==> src/rtl/rx_oversample.sv <==
// rx_oversample
// Oversampling UART-style receiver. A frame is a start bit (0), DATA_W data
// bits LSB first, an even-parity bit and a stop bit (1). The serial line is
// synchronised, the start bit is qualified at its middle, and each following
// bit is decided by a 2-of-3 majority of the last three samples in its slot.
//
// Ports
//   clk          sole clock, rising edge
//   rst          asynchronous active-high reset
//   en           clock enable; all state holds while low
//   rx_si        serial input, idle high, asynchronous to clk
//   rx_data_ack  consumer acknowledge of the presented word
//   rx_po        received parallel word
//   rx_busy      frame reception in progress
//   rx_ready     rx_po holds an unacknowledged word
//   rx_error     parity or stop-bit error on the presented word
//   rx_overrun   a frame was dropped while rx_ready was high
module rx_oversample #(
  parameter int OVERSAMPLE = 16,
  parameter int DATA_W     = 8
) (
  input  logic              clk,
  input  logic              rst,
  input  logic              en,
  input  logic              rx_si,
  input  logic              rx_data_ack,
  output logic [DATA_W-1:0] rx_po,
  output logic              rx_busy,
  output logic              rx_ready,
  output logic              rx_error,
  output logic              rx_overrun
);

  localparam int CNT_W  = $clog2(OVERSAMPLE);
  localparam int BITN_W = $clog2(DATA_W + 1);

  localparam logic [CNT_W-1:0]  CNT_HALF  = CNT_W'(OVERSAMPLE / 2 - 1);
  localparam logic [CNT_W-1:0]  CNT_S0    = CNT_W'(OVERSAMPLE - 3);
  localparam logic [CNT_W-1:0]  CNT_S1    = CNT_W'(OVERSAMPLE - 2);
  localparam logic [CNT_W-1:0]  CNT_LAST  = CNT_W'(OVERSAMPLE - 1);
  localparam logic [BITN_W-1:0] BITN_LAST = BITN_W'(DATA_W - 1);

  typedef enum logic [2:0] {
    IDLE,
    START,
    DATA,
    PARITY,
    STOP
  } state_t;

  state_t              r_state;
  logic [CNT_W-1:0]    r_cnt;
  logic [BITN_W-1:0]   r_bitn;
  logic [DATA_W-1:0]   r_shift;
  logic                r_parity;
  logic [1:0]          r_samp;

  // Two-flop synchroniser plus one more stage for falling-edge detection.
  logic                r_sync1;
  logic                r_s;
  logic                r_sPrev;

  logic [DATA_W-1:0]   r_po;
  logic                r_busy;
  logic                r_ready;
  logic                r_error;
  logic                r_overrun;

  logic                w_bit;
  logic                w_parErr;

  // The third sample is the live synchronised value on the decision cycle.
  assign w_bit    = (r_samp[0] & r_samp[1]) | (r_samp[0] & r_s) | (r_samp[1] & r_s);
  assign w_parErr = ^{r_shift, r_parity};

  assign rx_po      = r_po;
  assign rx_busy    = r_busy;
  assign rx_ready   = r_ready;
  assign rx_error   = r_error;
  assign rx_overrun = r_overrun;

  always_ff @(posedge clk or posedge rst) begin
    if (rst) begin
      r_state   <= IDLE;
      r_cnt     <= '0;
      r_bitn    <= '0;
      r_shift   <= '0;
      r_parity  <= 1'b0;
      r_samp    <= '0;
      r_sync1   <= 1'b1;
      r_s       <= 1'b1;
      r_sPrev   <= 1'b1;
      r_po      <= '0;
      r_busy    <= 1'b0;
      r_ready   <= 1'b0;
      r_error   <= 1'b0;
      r_overrun <= 1'b0;
    end else if (en) begin
      r_sync1 <= rx_si;
      r_s     <= r_sync1;
      r_sPrev <= r_s;

      // Acknowledge clears the flags; a completion later in this block
      // overrides these assignments, so ack is effectively handled first.
      if (rx_data_ack && r_ready) begin
        r_ready   <= 1'b0;
        r_error   <= 1'b0;
        r_overrun <= 1'b0;
      end

      case (r_state)
        IDLE: begin
          if (!r_s && r_sPrev) begin
            r_state <= START;
            r_cnt   <= '0;
            r_busy  <= 1'b1;
          end
        end

        // Re-check the line at mid start bit to reject glitches.
        START: begin
          if (r_cnt == CNT_HALF) begin
            r_cnt <= '0;
            if (r_s) begin
              r_state <= IDLE;
              r_busy  <= 1'b0;
            end else begin
              r_bitn  <= '0;
              r_state <= DATA;
            end
          end else begin
            r_cnt <= r_cnt + 1'b1;
          end
        end

        DATA, PARITY, STOP: begin
          if (r_cnt == CNT_S0) begin
            r_samp[0] <= r_s;
          end
          if (r_cnt == CNT_S1) begin
            r_samp[1] <= r_s;
          end
          if (r_cnt == CNT_LAST) begin
            r_cnt <= '0;
            if (r_state == DATA) begin
              r_shift <= {w_bit, r_shift[DATA_W-1:1]};
              r_bitn  <= r_bitn + 1'b1;
              if (r_bitn == BITN_LAST) begin
                r_state <= PARITY;
              end
            end else if (r_state == PARITY) begin
              r_parity <= w_bit;
              r_state  <= STOP;
            end else begin
              r_state <= IDLE;
              r_busy  <= 1'b0;
              // A word is loaded if the slot is free or being freed now.
              if (!r_ready || rx_data_ack) begin
                r_po      <= r_shift;
                r_error   <= w_parErr | ~w_bit;
                r_ready   <= 1'b1;
                r_overrun <= 1'b0;
              end else begin
                r_overrun <= 1'b1;
              end
            end
          end else begin
            r_cnt <= r_cnt + 1'b1;
          end
        end

        default: begin
          r_state <= IDLE;
          r_busy  <= 1'b0;
        end
      endcase
    end
  end

endmodule

==> config.mk <==
export PLATFORM = sky130hd
export DESIGN_NAME = rx_oversample
export DESIGN_NICKNAME = d
export VERILOG_FILES = /design/src/rtl/rx_oversample.sv
export SDC_FILE = /design/constraint.sdc
export NUM_CORES = 1
export LEC_CHECK = 0
export CAP_MARGIN = 20
export CORE_ASPECT_RATIO = 1.4
export CORE_MARGIN = 2
export CORE_UTILIZATION = 55
export DETAILED_ROUTE_END_ITERATION = 6
export PLACE_DENSITY = 0.87
export SETUP_SLACK_MARGIN = 0.3
export SYNTH_ARGS = -nofsm -noshare
export SYNTH_HDL_FRONTEND = slang
export SYNTH_SLANG_ARGS = --single-unit
==> constraint.sdc <==
create_clock -name clk -period 3.6 [get_ports clk]
set_clock_uncertainty 0.2 [all_clocks]
set_input_delay 0.54 -clock clk [delete_from_list [all_inputs] [get_ports clk]]
set_output_delay 0.54 -clock clk [all_outputs]
set_load 0.01 [all_outputs]
=== Word level (Yosys, flattened, before mapping) ===
Index checks and enable logic that the tools add are counted.

* Register bits: 37
* Input bits: 5

* Bitwise operators: 9
* Reduce and logical (&&, ||, !) cells: 19
* $add $sub $neg: 2
* Equality and inequality tests: 18
* Mux-type cells: 42

{| class="wikitable"
|+ Operators by type and width
! cell !! count
|-
| 4-bit 2-to-1 mux || 7
|-
| 1-bit 2-to-1 mux || 24
|-
| 3-bit 2-to-1 mux || 6
|-
| 2-bit != test (second input constant) || 8
|-
| 4-bit == test (second input constant) || 3
|-
| 4-bit case mux with 3 select lines || 1
|-
| 6-bit AND reduction || 2
|-
| 5-bit AND reduction || 2
|-
| 3-bit case mux with 3 select lines || 1
|-
| 3-bit AND reduction || 3
|-
| 9-bit parity || 1
|-
| 4-bit by 1-bit adder with 4-bit output (second input constant) || 2
|-
| 4-bit by 3-bit == test with 1-bit output (second input constant) || 2
|-
| 4-bit case mux with 2 select lines || 1
|-
| 7-bit AND reduction || 1
|-
| 3-bit by 2-bit == test with 1-bit output (second input constant) || 2
|-
| 4-bit AND reduction || 1
|-
| 1-bit bitwise AND || 3
|-
| 3-bit by 1-bit == test with 1-bit output (second input constant) || 1
|-
| 3-bit == test (second input constant) || 1
|-
| 3-bit logical NOT || 1
|-
| 3-bit != test (second input constant) || 1
|-
| 1-bit NOT || 3
|-
| 1-bit OR || 3
|-
| 8 further kinds || 10
|}

=== Logic depth before layout (Yosys ltp) ===
* Depth in word-level cells: 10
* Mapped depth: 7
* Mapped depth without buffers: 6

=== Worst setup path after synthesis ===
OpenSTA, ideal clock, no wires.

* Path kind: register to register
* From: reg r_cnt[0]
* To: reg r_state[0]
* Setup slack: 1.555 ns
* Required time: 3.282 ns
* Cell stages (with the launch flop): 7
* Setup time: 0.118 ns
* Arrival: 1.727 ns
* Path through: dfrtp_1 ha_1 and3_1 o21a_1 o31ai_2 a2111oi_0 a21o_1

* Longest elaborated chain between the ends: 3
* Elaborated cells between the ends (all ways): 5
* Those cells by class: eq/ne: 4; reduce/logical: 1

{| class="wikitable"
|+ RTL lines
! what !! line !! RTL
|-
| from (decl) || 52 || <nowiki>logic [CNT_W-1:0] r_cnt;</nowiki>
|-
| from (signal assigned) || 132 || <nowiki>r_cnt <= r_cnt + 1'b1;</nowiki>
|-
| from (signal assigned) || 168 || <nowiki>r_cnt <= r_cnt + 1'b1;</nowiki>
|-
| 4-bit == test or 4-bit by 3-bit == test with 1-bit output (tied branches) || 143, 122 ||
|-
| 2-bit != test (no source line) || - ||
|-
| 5-bit AND reduction (no source line) (*) || - ||
|-
| to (signal assigned) || 149 || <nowiki>r_state <= PARITY;</nowiki>
|-
| to (signal assigned) || 153 || <nowiki>r_state <= STOP;</nowiki>
|-
| to (signal assigned) || 155 || <nowiki>r_state <= IDLE;</nowiki>
|-
| to (decl) || 51 || <nowiki>state_t r_state;</nowiki>
|}

Every way passes the cells marked *; elsewhere a longest branch is shown, timed or not.
A chain may end at the register's enable or synchronous reset.

=== Final worst setup path ===
* From: reg r_cnt[1]
* To: reg r_shift[0]

* Longest elaborated chain between the ends: 2

{| class="wikitable"
|+ RTL lines
! what !! line !! RTL
|-
| 4-bit == test || 143 || <nowiki>if (r_cnt == CNT_LAST) begin</nowiki>
|-
| 4-bit AND reduction (no source line) || - ||
|-
| to (signal assigned) || 146 || <nowiki>r_shift <= {w_bit, r_shift[DATA_W-1:1]};</nowiki>
|-
| to (decl) || 54 || <nowiki>logic [DATA_W-1:0] r_shift;</nowiki>
|}

No other way between the ends.

==> impl_metrics.json <==
{
  "finalSetupTns_ps": 0,
  "clk_latency_ps": 290,
  "drc": 0,
  "synth_ff_type": "dfrtp_1",
  "worstPathMaxFanout": 8,
  "cap_violations": 0,
  "utilization_pct": 64.7,
  "hold_path_class": "flip-flop to flip-flop",
  "fmax_mhz": 390,
  "ir_drop_uv": 429,
  "cts_tree": "built",
  "relSlewSlack_pct": 54.6,
  "rsz0062_at_grt": "false",
  "cp.arrival_ps": 2540,
  "cts_buffers": 5,
  "fin_crit_ps": 2570,
  "wl_per_cell_um": 16.3,
  "routabilityCongestion": 0.833,
  "ys_seq_area_share_pct": 48.9,
  "grt_max_degree": 38,
  "drive_above_1_share_pct": 19.8,
  "synth_nets": 177,
  "grt_usage_pct": 21.2,
  "antenna_found_initial": 0,
  "area_growth_pct": 14.1,
  "ys_ff_latch": 37,
  "hold_viol": 0,
  "synth_edf_count": 0,
  "synth.avg_cell_area_um2": 11.3,
  "grt_pass1_vias": 1358,
  "core_region_area_um2": 3350,
  "cts-resized-gates": 0,
  "timing.final.crit_share_pct": 71.3,
  "synth_warnings": 0,
  "start_util_pct": 56.7,
  "num_rows": 25,
  "die_y_um": 73.5,
  "worstSetupPathType": "flip-flop to flip-flop",
  "syn_area_um2": 1900,
  "drt-vias-per-instance": 6.08,
  "overflow": 0,
  "root_buffer": "clkbuf_8",
  "cp.required_ps": 3570,
  "cts_hold_buf": 0,
  "via_count": 1381,
  "cp-start-kind": "flip-flop",
  "synth_top_area_share_pct": 44.8,
  "synth_cell_type_count": 47,
  "cts_setup_buffers": 0,
  "outcome": "finished clean",
  "synth-async-reset-ratio_pct": 100,
  "drt_iter0_markers": 25,
  "ios": 17,
  "finalSetupViolations": 0,
  "dieWidth_um": 53.7,
  "fp.dieArea_um2": 3950,
  "cts.sinks": 37,
  "synth_cells": 168,
  "worstMarginPinSlew_ps": 679,
  "htreeDepth": 2,
  "io_buffers": 16,
  "end_kind": "flip-flop",
  "drt-total-wl_um": 3700,
  "grt_pass1_wl_um": 6030,
  "dp_hpwl_um": 2740,
  "path_clk_slew_ps": 70,
  "ant_nets": 0,
  "dr.pass1.iters": 4,
  "fin_nets": 195,
  "yosys-top-cells-area": "dfrtp_1, mux2_2, dfstp_2",
  "pwr_density_cell_nw_per_um2": 540,
  "diodes": 0,
  "p_leak_nw": 0.994,
  "slew_viol_final": 0,
  "cts_buffer_depth": 2,
  "yosys.area.top_type": "dfrtp_1"
}
cells in the mapped netlist, types with 2 or more instances:
cell,count
nand2_1,13
o21a_1,3
nor4_1,2
nand4_1,2
nor2_1,5
or4_1,2
mux2_1,2
a21o_1,3
o21ai_0,11
buf_2,2
clkbuf_1,2
ha_1,4
a31oi_1,2
dfstp_2,3
nor3_1,3
nor2b_1,4
mux2_2,20
dfrtp_1,34
xnor2_1,5
and3_1,2
inv_1,6
a21oi_1,5
nand3_1,8
o41ai_1,2
report_power, final:
| group | internal, mW | total (mW) | switching (mW) |
|---|---|---|---|
| logic | 0.137 | 0.320 | 0.183 |
| clock network | 0.134 | 0.275 | 0.141 |
| registers | 0.478 | 0.575 | 0.0969 |
flip-flops by register name, summed over array words and instances (netlist names):
register,flops
r_shift,8
rx_po,8
r_bitn,4
r_cnt,4
r_state,3
r_samp,2
r_parity,1
r_s,1
r_sPrev,1
r_sync1,1
rx_busy,1
rx_error,1
rx_overrun,1
rx_ready,1
path summary, 6_finish.rpt:
check                           slack [ps]  depth (start not counted)    endpoint  startpoint
worst max-delay path                  1030                          5  r_shift[0]    r_cnt[1]
worst min register to register         300                          1    rx_po[0]    rx_po[0]
worst min-delay path                   300                          1    rx_po[0]    rx_po[0]
min in group asynchronous              450                          3    rx_po[6]         rst
worst max register to register        1030                          5  r_shift[0]    r_cnt[1]
max in group asynchronous             2410                          3         r_s         rst
metal layers:
metal	routed length [um]	vias up	global-route usage, %	part of all wire [%]
li1	-	652	-	-
met1	1460	688	22.0	40
met2	2040	32	37.9	55
met3	120	9	4.27	3.2
met4	75	0	11.7	2.0
met5	0	-	0	0
cells by family (layout without fill, tap and decap cells):
group / after synthesis / in the layout / synth area share, %
DFF: 37 / 37 / 48.9
buffers and inverters: 13 / 32 / 3.29
and+or+nand+nor: 47 / 47 / 13.2
adders and majority gates: 5 / 5 / 3.16
muxes: 22 / 22 / 13.0
AOI/OAI and AO/OA: 37 / 37 / 14.4
xor gates and xnor gates: 7 / 7 / 3.95
worst max-delay path: stages (launching register included):
cell and delay [ps]:
dfrtp_1 450, ha_1 290, nand3_1 190, nor4_1 290
nor2b_1 610, mux2_2 410
final cells by class:
| type | count | area [um^2] |
|---|---|---|
| clock buffers | 6 | 72.6 |
| clock inverters | 2 | 10.0 |
| fillers | 272 | 1180 |
| inverters | 6 | 22.5 |
| multi-input cells | 118 | 907 |
| flip-flops and latches | 37 | 930 |
| well taps | 40 | 50.0 |
| repair buffers | 18 | 175 |
per-stage QoR:
step           hold slack, ps  std cells  instance area (um^2)  total power [mW]  setup slack, ps
6_report                  298        227                  2170              1.17             1030
5_1_grt                   316        227                  2170              1.24              910
4_1_cts                   306        227                  2170              1.17             1070
3_5_place_dp              290        219                  2080             0.896              813
3_3_place_gp              273        219                  2080             0.869              893
2_1_floorplan             274        168                  1900             0.817             1550
placed cells by master (no fill, tap or decap), types with 3 or more instances in the layout:
master / n
o21ai_0: 11
o21a_1: 3
clkbuf_8: 5
nand3_1: 8
clkdlybuf4s50_1: 16
nor2_1: 5
xnor2_1: 5
inv_1: 6
a21oi_1: 5
mux2_2: 20
ha_1: 4
dfstp_2: 3
nor2b_1: 4
nor3_1: 3
dfrtp_1: 34
a21o_1: 3
nand2_1: 13
No activity file was read; power rests on OpenSTA's default activity.
